--- config.mk ---
export PLATFORM = sky130hd
export DESIGN_NAME = tile_map_scanner
export DESIGN_NICKNAME = d
export VERILOG_FILES = /design/src/rtl/tile_map_scanner.sv
export SDC_FILE = /design/constraint.sdc
export NUM_CORES = 1
export LEC_CHECK = 0
export BUFFER_PORTS_ARGS = -buffer_cell sky130_fd_sc_hd__buf_4
export CAP_MARGIN = 20
export CORE_MARGIN = 1.5
export CORE_UTILIZATION = 30
export DETAILED_ROUTE_END_ITERATION = 7
export HOLD_SLACK_MARGIN = 0.12
export MAX_ROUTING_LAYER = met4
export PLACE_DENSITY = 0.57
export SYNTH_ARGS = -nofsm -noshare
export SYNTH_HDL_FRONTEND = slang
export SYNTH_SLANG_ARGS = --single-unit
--- constraint.sdc ---
create_clock -name Clk -period 3 [get_ports Clk]
set_clock_uncertainty 0.2 [all_clocks]
set_input_delay 0.6 -clock Clk [delete_from_list [all_inputs] [get_ports Clk]]
set_output_delay 0.6 -clock Clk [all_outputs]
set_load 0.02 [all_outputs]
--- src/rtl/tile_map_scanner.sv ---
// Row-major tile-map walker: for every tile in a (clamped) window it issues a
// memory read of RD_LAT cycles, a load strobe, then holds the tile until the writer accepts it.
module tile_map_scanner #(
   parameter int unsigned COLS   = 28,
   parameter int unsigned ROWS   = 31,
   parameter int unsigned XW     = 5,
   parameter int unsigned YW     = 5,
   parameter int unsigned AW     = 10,
   parameter int unsigned RD_LAT = 1
) (
   input  logic          Clk,
   input  logic          Reset,
   input  logic          Run,
   input  logic          win_en,
   input  logic [XW-1:0] win_x0,
   input  logic [XW-1:0] win_x1,
   input  logic [YW-1:0] win_y0,
   input  logic [YW-1:0] win_y1,
   input  logic          next_tile,
   input  logic          abort,
   output logic          mem_rd_n,
   output logic          ld_reg,
   output logic          write_out,
   output logic          complete,
   output logic          busy,
   output logic [XW-1:0] tile_x,
   output logic [YW-1:0] tile_y,
   output logic [AW-1:0] addr,
   output logic [AW-1:0] tile_idx
);

   localparam int unsigned CW = (RD_LAT > 1) ? $clog2(RD_LAT) : 1;
   localparam logic [XW-1:0] X_MAX = XW'(COLS - 1);
   localparam logic [YW-1:0] Y_MAX = YW'(ROWS - 1);

   typedef enum logic [2:0] {
      S_IDLE,
      S_READ,
      S_LOAD,
      S_EMIT,
      S_DONE
   } state_t;

   state_t        state;
   logic [XW-1:0] x0, x1;
   logic [YW-1:0] y0, y1;
   logic [CW-1:0] rd_cnt;

   logic [XW-1:0] sx0, sx1;
   logic [YW-1:0] sy0, sy1;
   logic [AW-1:0] start_addr;
   logic          start_empty;
   logic          last_tile;
   logic [AW-1:0] wrap_addr;

   // Scan bounds as they would be latched by a Run this cycle
   always_comb begin
      sx0 = '0;
      sx1 = X_MAX;
      sy0 = '0;
      sy1 = Y_MAX;
      if (win_en) begin
         sx0 = win_x0;
         sx1 = (win_x1 > X_MAX) ? X_MAX : win_x1;
         sy0 = win_y0;
         sy1 = (win_y1 > Y_MAX) ? Y_MAX : win_y1;
      end
      start_addr  = AW'(sy0) * AW'(COLS) + AW'(sx0);
      start_empty = (sx0 > sx1) || (sy0 > sy1);
   end

   assign last_tile = (tile_x == x1) && (tile_y == y1);
   // Row wrap jumps from column x1 of this row to column x0 of the next
   assign wrap_addr = addr + AW'(COLS) - AW'(x1 - x0);

   always_ff @(posedge Clk) begin
      if (Reset) begin
         state     <= S_IDLE;
         x0        <= '0;
         x1        <= '0;
         y0        <= '0;
         y1        <= '0;
         rd_cnt    <= '0;
         mem_rd_n  <= 1'b1;
         ld_reg    <= 1'b0;
         write_out <= 1'b0;
         complete  <= 1'b0;
         busy      <= 1'b0;
         tile_x    <= '0;
         tile_y    <= '0;
         addr      <= '0;
         tile_idx  <= '0;
      end else begin
         ld_reg   <= 1'b0;
         complete <= 1'b0;
         if (abort && (state != S_IDLE)) begin
            state     <= S_IDLE;
            mem_rd_n  <= 1'b1;
            write_out <= 1'b0;
            busy      <= 1'b0;
            tile_x    <= '0;
            tile_y    <= '0;
            addr      <= '0;
         end else begin
            case (state)
               S_IDLE: begin
                  if (Run) begin
                     x0       <= sx0;
                     x1       <= sx1;
                     y0       <= sy0;
                     y1       <= sy1;
                     tile_idx <= '0;
                     busy     <= 1'b1;
                     if (start_empty) begin
                        state    <= S_DONE;
                        complete <= 1'b1;
                        tile_x   <= '0;
                        tile_y   <= '0;
                        addr     <= '0;
                     end else begin
                        state    <= S_READ;
                        mem_rd_n <= 1'b0;
                        rd_cnt   <= '0;
                        tile_x   <= sx0;
                        tile_y   <= sy0;
                        addr     <= start_addr;
                     end
                  end
               end
               S_READ: begin
                  if (rd_cnt == CW'(RD_LAT - 1)) begin
                     state  <= S_LOAD;
                     ld_reg <= 1'b1;
                  end else begin
                     rd_cnt <= rd_cnt + CW'(1);
                  end
               end
               S_LOAD: begin
                  state     <= S_EMIT;
                  mem_rd_n  <= 1'b1;
                  write_out <= 1'b1;
               end
               S_EMIT: begin
                  if (next_tile) begin
                     write_out <= 1'b0;
                     tile_idx  <= tile_idx + AW'(1);
                     if (last_tile) begin
                        state    <= S_DONE;
                        complete <= 1'b1;
                        tile_x   <= '0;
                        tile_y   <= '0;
                        addr     <= '0;
                     end else begin
                        state    <= S_READ;
                        mem_rd_n <= 1'b0;
                        rd_cnt   <= '0;
                        if (tile_x == x1) begin
                           tile_x <= x0;
                           tile_y <= tile_y + YW'(1);
                           addr   <= wrap_addr;
                        end else begin
                           tile_x <= tile_x + XW'(1);
                           addr   <= addr + AW'(1);
                        end
                     end
                  end
               end
               S_DONE: begin
                  state <= S_IDLE;
                  busy  <= 1'b0;
               end
               default: begin
                  state <= S_IDLE;
               end
            endcase
         end
      end
   end

endmodule

== Word-level counts from Yosys, hierarchy flattened ==
Cells that the tools add are included.

* Word-level logic and storage cells: 113
* Memory bits (writable): 0
* Bits in read-only memories: 0
* Bits in registers: 54
* Bits in latches: 0
* Memories: 0
* Bits of input ports: 26

* Equal/unequal tests: 12
* Mux-type cells: 50
* Reductions and logical operators: 21
* Add/subtract/negate cells: 9
* Shifts and indexed selects: 0
* Multiply operators: 1
* Bitwise gates (word level): 2
* $lt $le $gt $ge: 4
* Divide/modulo/power cells: 0

{| class="wikitable"
|+ Operators with widths
! kind !! number
|-
| $mux W5 || 16
|-
| $mux W10 || 7
|-
| $pmux W10 S2 || 2
|-
| $add A10 B1 Y10 const B || 2
|-
| $pmux W5 S2 || 2
|-
| $mux W3 || 5
|-
| $mux W1 || 12
|-
| $pmux W3 S4 || 1
|-
| $add A10 B5 Y10 || 1
|-
| $add A10 B5 Y10 const B || 1
|-
| $add A5 B1 Y5 const B || 2
|-
| $eq A5 B5 Y1 || 2
|-
| $gt A5 B5 Y1 || 2
|-
| $gt A5 B5 Y1 const B || 2
|-
| $ne A2 B2 Y1 const B || 5
|-
| $sub A10 B10 Y10 || 1
|-
| $reduce_and A3 Y1 || 3
|-
| $reduce_bool A3 Y1 || 3
|-
| $mul A5 B3 Y8 const B || 1
|-
| $reduce_and A4 Y1 || 2
|-
| $eq A3 B2 Y1 const B || 2
|-
| $pmux W1 S2 || 3
|-
| $pmux W1 S3 || 2
|-
| $reduce_and A6 Y1 || 1
|-
| other kinds (14) || 19
|}

== Depth between registers and ports, before layout ==
Gate-level depths: netlist (run 1).

* Depth in word-level cells: 8
* Mapped depth: 16
* Mapped depth without buffers: 16

== Least setup slack after synthesis (run 1) ==
Ideal clock, no wire load.

* Kind: in2reg
* From: input win_en
* To: register addr[9]
* Arrival: 2.980 ns
* Cell stages on the path: 12
* Library setup time: 0.122 ns
* Setup slack: -0.302 ns
* Data required time: 2.678 ns
* Cell sequence: clkbuf_1 -> nand2_1 -> inv_1 -> fa_1 -> inv_1 -> fa_1 -> nand2b_1 -> a2bb2oi_1 -> xor2_1 -> nand4_1 -> a31oi_1 -> a21oi_1

* Word-level cells in the longest chain between the ends: 6
* Elaborated cells on any way between the ends: 12

{| class="wikitable"
|+ Ends and longest elaborated chain
! item !! line !! source
|-
| start, declared || 14 || <nowiki>input logic win_en,</nowiki>
|-
| $mux W5 || 62 || <nowiki>if (win_en) begin</nowiki>
|-
| $mul A5 B3 Y8 / $gt A5 B5 Y1 (equally long branches) || 68, 69 ||
|-
| $add A10 B5 Y10 / $logic_or A1 B1 Y1 (equally long branches) || 68, 69 ||
|-
| $mux W10 (*) || 114 || <nowiki>if (start_empty) begin</nowiki>
|-
| $mux W10 (*) || 107 || <nowiki>if (Run) begin</nowiki>
|-
| $pmux W10 S2 (*) || 105 || <nowiki>case (state)</nowiki>
|-
| end signal, assigned || 126 || <nowiki>addr <= start_addr;</nowiki>
|-
| end signal, assigned || 160 || <nowiki>addr <= wrap_addr;</nowiki>
|-
| end signal, assigned || 163 || <nowiki>addr <= addr + AW'(1);</nowiki>
|-
| end, declared || 28 || <nowiki>output logic [AW-1:0] addr,</nowiki>
|}

Every way passes the cells marked *; elsewhere a longest branch is shown, timed or not. The select of a mux whose other input is x is not followed.
A chain may end at the register's enable or synchronous reset.

== Worst setup path after layout (run 1) ==
* From: register x1[0]
* To: register addr[9]

* Word-level cells in the longest chain between the ends: 6
* Elaborated cells on any way between the ends: 8

{| class="wikitable"
|+ Ends and longest elaborated chain
! item !! line !! source
|-
| start, declared || 45 || <nowiki>logic [XW-1:0] x0, x1;</nowiki>
|-
| start signal, assigned || 80 || <nowiki>x1 <= '0;</nowiki>
|-
| start signal, assigned || 109 || <nowiki>x1 <= sx1;</nowiki>
|-
| $sub A5 B5 Y6 || 74 || <nowiki>assign wrap_addr = addr + AW'(COLS) - AW'(x1 - x0);</nowiki>
|-
| $sub A10 B10 Y10 || 74 ||
|-
| $mux W10 || 157 || <nowiki>if (tile_x == x1) begin</nowiki>
|-
| $mux W10 (*) || 147 || <nowiki>if (last_tile) begin</nowiki>
|-
| $mux W10 (*) || 144 || <nowiki>if (next_tile) begin</nowiki>
|-
| $pmux W10 S2 (*) || 105 ||
|}

Marked as above.

==> results of run 1 <==
-- per-layer routing --
metal / routed length, um / vias up / track usage
li1: - / 2108 / -
met1: 5600 / 2015 / 0.210
met2: 6010 / 111 / 0.290
met3: 490 / 25 / 0.0140
met4: 294 / 0 / 0.0516
met5: 0 / - / -
-- worst max-delay path: stages (launching register included) --
cell and delay, ns:
dfxtp_2 0.33, inv_2 0.07, ha_4 0.13, inv_2 0.03, fa_2 0.53, inv_2 0.05
ha_4 0.21, ha_4 0.16, fa_2 0.42, a211oi_4 0.29, o211ai_1 0.13, o2bb2ai_2 0.14
xor2_1 0.16, o211ai_1 0.16, a21oi_1 0.09
-- timing repair --
action / CTS / global route
endpoints found under the setup margin: 8 / 15
setup buffers: 1 / 9
gates resized for setup: 34 / 39
endpoints found under the hold margin: 0 / 0
hold buffers: 0 / 0
pin swaps: 33 / 43
-- logic make-up after synthesis --
| logic type | Yosys count |
|---|---|
| buf+inv | 57 |
| mux | 3 |
| xor+xnor | 47 |
| simple gates | 162 |
| compound gates | 139 |
| flops | 53 |
| fa+ha+maj | 54 |
-- Yosys cell counts (all sizes together) (2+ instances only) --
| master | n |
|---|---|
| xor2 | 23 |
| or2 | 3 |
| a221oi | 9 |
| inv | 37 |
| nand4b | 2 |
| nor4b | 2 |
| a21oi | 42 |
| o21bai | 2 |
| a21o | 5 |
| o31a | 2 |
| a2111oi | 3 |
| clkbuf | 9 |
| o21ai | 26 |
| a22oi | 3 |
| fa | 8 |
| a211oi | 18 |
| ha | 46 |
| buf | 11 |
| and4 | 5 |
| nand2b | 7 |
| dfxtp | 53 |
| nor3 | 12 |
| mux2i | 2 |
| nand3 | 20 |
| and3 | 5 |
| xnor2 | 24 |
| o211ai | 9 |
| nor2b | 8 |
| nor2 | 43 |
| o21a | 3 |
| and2 | 6 |
| a31oi | 5 |
| nand4 | 5 |
| nand2 | 39 |
-- stage by stage --
step,hold slack (ns),cell area (um^2),cells,setup TNS [ns]
floorplan,0.236,4360,515,-0.198
global placement,0.246,5480,809,-3.04
detailed placement,0.254,5480,809,-4.11
CTS,0.264,5780,818,-0.864
global route,0.280,6060,827,-1.66
finish,0.271,6060,827,-0.598
-- layout make-up --
class	instances	area, um^2	area share
clock inverter	2	13.8	0.00227
multi-input combinational	405	3370	0.556
tap	180	225	0.0371
sequential	53	1070	0.176
timing repair buffer	144	1110	0.183
clock buffer	6	129	0.0213
inverter	37	141	0.0233
-- path summary, 6_finish.rpt --
path         startpoint  endpoint  cells after the start
min reg2reg       x0[2]     x0[2]                      2
max reg2reg       x1[0]   addr[9]                     14
min               x0[2]     x0[2]                      2
max               x1[0]   addr[9]                     14
-- report_power, final --
group | leakage (nW) | total [W] | internal (W) | switching [W]
registers | 0.436 | 0.000955 | 0.000807 | 0.000148
logic | 2.08 | 0.00291 | 0.00142 | 0.00149
clock network | 0.0712 | 0.000582 | 0.000312 | 0.000270
==> impl_metrics.csv, run 1 <==
group,metric,value,unit
logic_synthesis,ys_warn_count,0,
place,place.gp.congestion,0.834,
timing,rsz0062_at_grt,"true",
floorplanning,dieArea,14900,um^2
logic_synthesis,async_reset_ff_frac,0,
logic_synthesis,synth_top_family_by_area,"compound AO/OA/AOI/OAI gates",
cells_and_area,utilization,0.437,
grt,grtUsageTotal,0.169,
timing,hold_violations,0,
pwr,ir_drop,0.313,mV
logic_synthesis,synth_seq_cells,53,
route,drt_pre_antenna_iters,4,
floorplanning,pin_count,61,
route,wl,12400,um
floorplanning,rows,43,
cells_and_area,drive_gt1_frac,0.382,
setup_path,arrival,3.20,ns
clock_network,clock-sinks,53,
clock_network,root_buffer,"clkbuf_16",
logic_synthesis,synth_compound_area_frac,0.220,
cells_and_area,diodes,0,
cells_and_area,top_regs,"addr: 10 flops, tile_idx: 10 flops",
route,drc,0,
flow_run,maxCapViolations,0,
route,vias,4259,
run_status,status,"finished with violations",
cells_and_area,area_growth_syn_to_layout,42.3,%
logic_synthesis,synth_cell_types,65,
logic_synthesis,synth_ff_type,"dfxtp_1",
setup_path,required,2.98,ns
clock_network,cts_max_level,2,
pwr,power_leakage,2.59,nW
route,drtIter0Drc,251,
route,avgViaCountPerCell,5.15,
logic_synthesis,synth_top_area_frac,0.249,
floorplanning,fp.coreArea,13900,um^2
timing,fin_ws,-0.215,ns
clock_network,cts_tree,"done",
place,port_buffers,60,
setup_path,end_kind,"flop",
grt,grt_max_degree,22,
cells_and_area,fillers,1352,
logic_synthesis,synth_edf_count,0,
route,wire_per_inst,15.0,um
logic_synthesis,synth_top_area_cell,"dfxtp_1",
logic_synthesis,seq_area_frac_synth,0.249,
timing,drv_slew,0,
timing,maxSlewHeadroom,0.285,
timing,period_minus_slack,3.22,ns
logic_synthesis,synth_area_leaders,"dfxtp_1, ha_1, xnor2_1",
floorplanning,die_h,122,um
cells_and_area,num-nets-final,726,
timing,finalSetupViolCount,6,
pwr,power,0.00444,W
logic_synthesis,syn_area_per_cell,8.27,um^2
setup_path,reg2reg_slack,-0.22,ns
grt,overflow,0,
timing,fmax,311,MHz
route,detail-route-antenna-nets,0,
place,dp_hpwl,9540,um
clock_network,clk_latency,0.29,ns
clock_network,cts_buffer_depth,2,
logic_synthesis,synthSimpleGateAreaFrac,0.196,
logic_synthesis,synthMuxAreaShare,0.00734,
grt,grt_pass1_vias,4128,
timing,post-route-period-util,1.07,
grt,antenna_found_initial,0,
clock_network,clk_pin_slew,0.07,ns
floorplanning,dieWidth,122,um
floorplanning,initial_utilization,0.307,
logic_synthesis,syn_inst,515,
logic_synthesis,syn_area,4260,um^2
place,place_ws,-0.387,ns
run_status,violations,"negative setup slack",
setup_path,start_kind,"flop",
logic_synthesis,synthAdderAreaFrac,0.173,
logic_synthesis,synthXorXnorAreaFrac,0.0966,
pwr,powerDensity,733,nW/um^2
grt,grt_pass1_wl,19700,um
cells_and_area,final_cell_mix,"buf_4, dfxtp_1, nor2_1",
clock_network,cts_made_buffers,5,
setup_path,crit_fanout,3,
hold_path,holdCritPathClass,"reg -> reg",
cells_and_area,final_common_cell,"buf_4",
timing,worst_pin_slew,1.07,ns
setup_path,crit_type,"reg -> reg",
logic_synthesis,syn_nets,595,
No activity file was read; power rests on OpenSTA's default activity.
==> run 2: changes to the inputs <==
- CELL_PAD_IN_SITES_DETAIL_PLACEMENT: unset -> 1
- CELL_PAD_IN_SITES_GLOBAL_PLACEMENT: unset -> 2
- PLACE_DENSITY: 0.57 -> 0.82
- clock period: 3 -> 2.7 ns (I/O delays scaled with it)
==> run 2 against run 1 <==
- the run still ends with negative setup slack left
- setup slack lost 0.43 ns
- die area stayed put
- global-route usage up 4.3 points
- largest cell class unchanged
==> impl_metrics.csv, run 2 (synthesized netlist as in run 1, its figures left out) <==
group,metric,value,unit
cells_and_area,top_regs,"addr: 10 flops, tile_idx: 10 flops",
place,place.gp.congestion,0.911,
cells_and_area,multi_input_area,3550,um^2
route,wl,15500,um
place,placed_cell_area,5650,um^2
cells_and_area,final_cell_area,6510,um^2
grt,grt_pass1_vias,4698,
floorplanning,dieArea,14900,um^2
route,drt_pre_antenna_iters,4,
route,detail-route-antenna-nets,0,
pwr,power,0.00553,W
timing,finalSetupViolCount,8,
run_status,status,"finished with violations",
timing,whs,0.272,ns
route,drc,0,
floorplanning,fp.coreArea,13900,um^2
hold_path,holdCritPathClass,"reg -> reg",
timing,fmax,299,MHz
clock_network,root_buffer,"clkbuf_16",
cells_and_area,fillers,1632,
route,avgViaCountPerCell,5.23,
clock_network,cts_buffer_depth,2,
setup_path,start_kind,"flop",
timing,rsz0062_at_grt,"true",
floorplanning,die_h,122,um
floorplanning,dieWidth,122,um
pwr,power_frac_clock,0.122,
flow_run,maxCapViolations,0,
pwr,pwr-share-seq,0.187,
grt,grtUsageTotal,0.212,
setup_path,required,2.73,ns
cells_and_area,final_cell_mix,"buf_4, dfxtp_1, nor2_1",
pwr,power_leakage,2.77,nW
timing,fin_ws,-0.645,ns
cells_and_area,final_common_cell,"buf_4",
pwr,swShare,0.438,
cells_and_area,num-nets-final,755,
route,wire_per_inst,18.1,um
pwr,power.net_switching,0.00242,W
clock_network,clk_pin_slew,0.08,ns
run_status,violations,"negative setup slack",
cells_and_area,drive_gt1_frac,0.438,
floorplanning,pin_count,61,
cells_and_area,area_growth_syn_to_layout,52.7,%
setup_path,startpoint,"x0[1]",
floorplanning,rows,43,
pwr,p_comb_frac,0.691,
grt,antenna_found_initial,0,
cells_and_area,utilization,0.469,
route,vias,4474,
setup_path,crit_type,"reg -> reg",
place,dp_cells,826,
hold_path,hold_start,"x0[2]",
setup_path,r2r_start,"x0[1]",
pwr,ir_drop,0.325,mV
clock_network,cts_made_buffers,5,
clock_network,cts_tree,"done",
setup_path,crit_fanout,5,
setup_path,arrival,3.38,ns
timing,maxSlewHeadroom,0.316,
grt,overflow,0,
grt,grt_pass1_wl,24100,um
cells_and_area,ff_latch_area,1070,um^2
place,port_buffers,60,
pwr,powerDensity,850,nW/um^2
timing,hold_violations,0,
cells_and_area,final_cells,856,
cells_and_area,diodes,0,
clock_network,ctsHoldBuffers,0,
timing,drv_slew,0,
timing,period_minus_slack,3.35,ns
setup_path,end_kind,"flop",
pwr,p_int,0.00311,W
clock_network,clk_latency,0.30,ns
route,drtIter0Drc,223,
clock_network,cts_max_level,2,
timing,post-route-period-util,1.24,
grt,grt_max_degree,21,
timing,worst_pin_slew,1.03,ns
clock_network,clock-sinks,53,
place,dp_hpwl,11500,um
floorplanning,initial_utilization,0.307,
-- run 2: changes by cell type in the layout (fill, tap and decap cells not counted), moves of 3 or more --
cell / delta
a221oi_2: -6
buf_4: +22
buf_6: +4
a221oi_1: +6
ha_1: -5
ha_4: +5
a21oi_1: -3
-- run 2: critical path: stages (launching register included) --
cell	delay (ns)
dfxtp_2	0.34
inv_2	0.05
ha_4	0.21
nor2b_4	0.13
o31ai_4	0.25
buf_6	0.14
a21oi_4	0.06
buf_12	0.15
buf_4	0.13
ha_4	0.15
ha_4	0.21
o211ai_1	0.31
o211ai_1	0.20
o2bb2ai_2	0.21
xor2_1	0.19
o211ai_1	0.11
a21oi_1	0.22
-- run 2: path summary, 6_finish.rpt --
| check | cells after the start | end | slack (ns) |
|---|---|---|---|
| hold / removal | 2 | x0[2] | 0.27 |
| setup reg to reg | 16 | addr[9] | -0.65 |
| hold reg to reg | 2 | x0[2] | 0.27 |
| setup / recovery | 16 | addr[9] | -0.65 |
-- run 2: metal layers --
| layer | part of all wire | track usage | vias up |
|---|---|---|---|
| met4 | 0.030 | 0.0799 | 0 |
| li1 | - | - | 2154 |
| met2 | 0.50 | 0.356 | 109 |
| met1 | 0.44 | 0.260 | 2170 |
| met3 | 0.032 | 0.0253 | 41 |
| met5 | 0 | - | - |
-- run 2: repair_timing --
item	in CTS	in global routing
pin swaps	37	32
endpoints found under the setup margin	20	24
resized for setup	45	53
buffers inserted	8	14
-- run 2: final cells by class --
type                            instances  area share
Tap cell                              180      0.0346
Timing Repair Buffer                  173       0.211
Sequential cell                        53       0.164
Inverter                               37      0.0213
Multi-Input combinational cell        405       0.546
Clock inverter                          3     0.00385
Clock buffer                            5      0.0192
-- run 2: through the flow --
step / setup slack [ns] / TNS, ns
after floorplan: -0.342 / -1.09
after global placement: -0.756 / -8.55
after detailed placement: -0.927 / -10.95
after CTS: -0.611 / -3.64
after global routing: -0.816 / -5.10
final: -0.645 / -3.72
-- run 2: power groups by stage --
| stage | Sequential [W] | Clock, W | Combinational [W] |
|---|---|---|---|
| detailed placement | 0.00104 | 0 | 0.00283 |
| floorplan | 0.00111 | 0 | 0.00167 |
| global placement | 0.00103 | 0 | 0.00269 |
| CTS | 0.00103 | 0.000693 | 0.00322 |
| global route | 0.00105 | 0.000720 | 0.00410 |
| finish | 0.00103 | 0.000677 | 0.00382 |
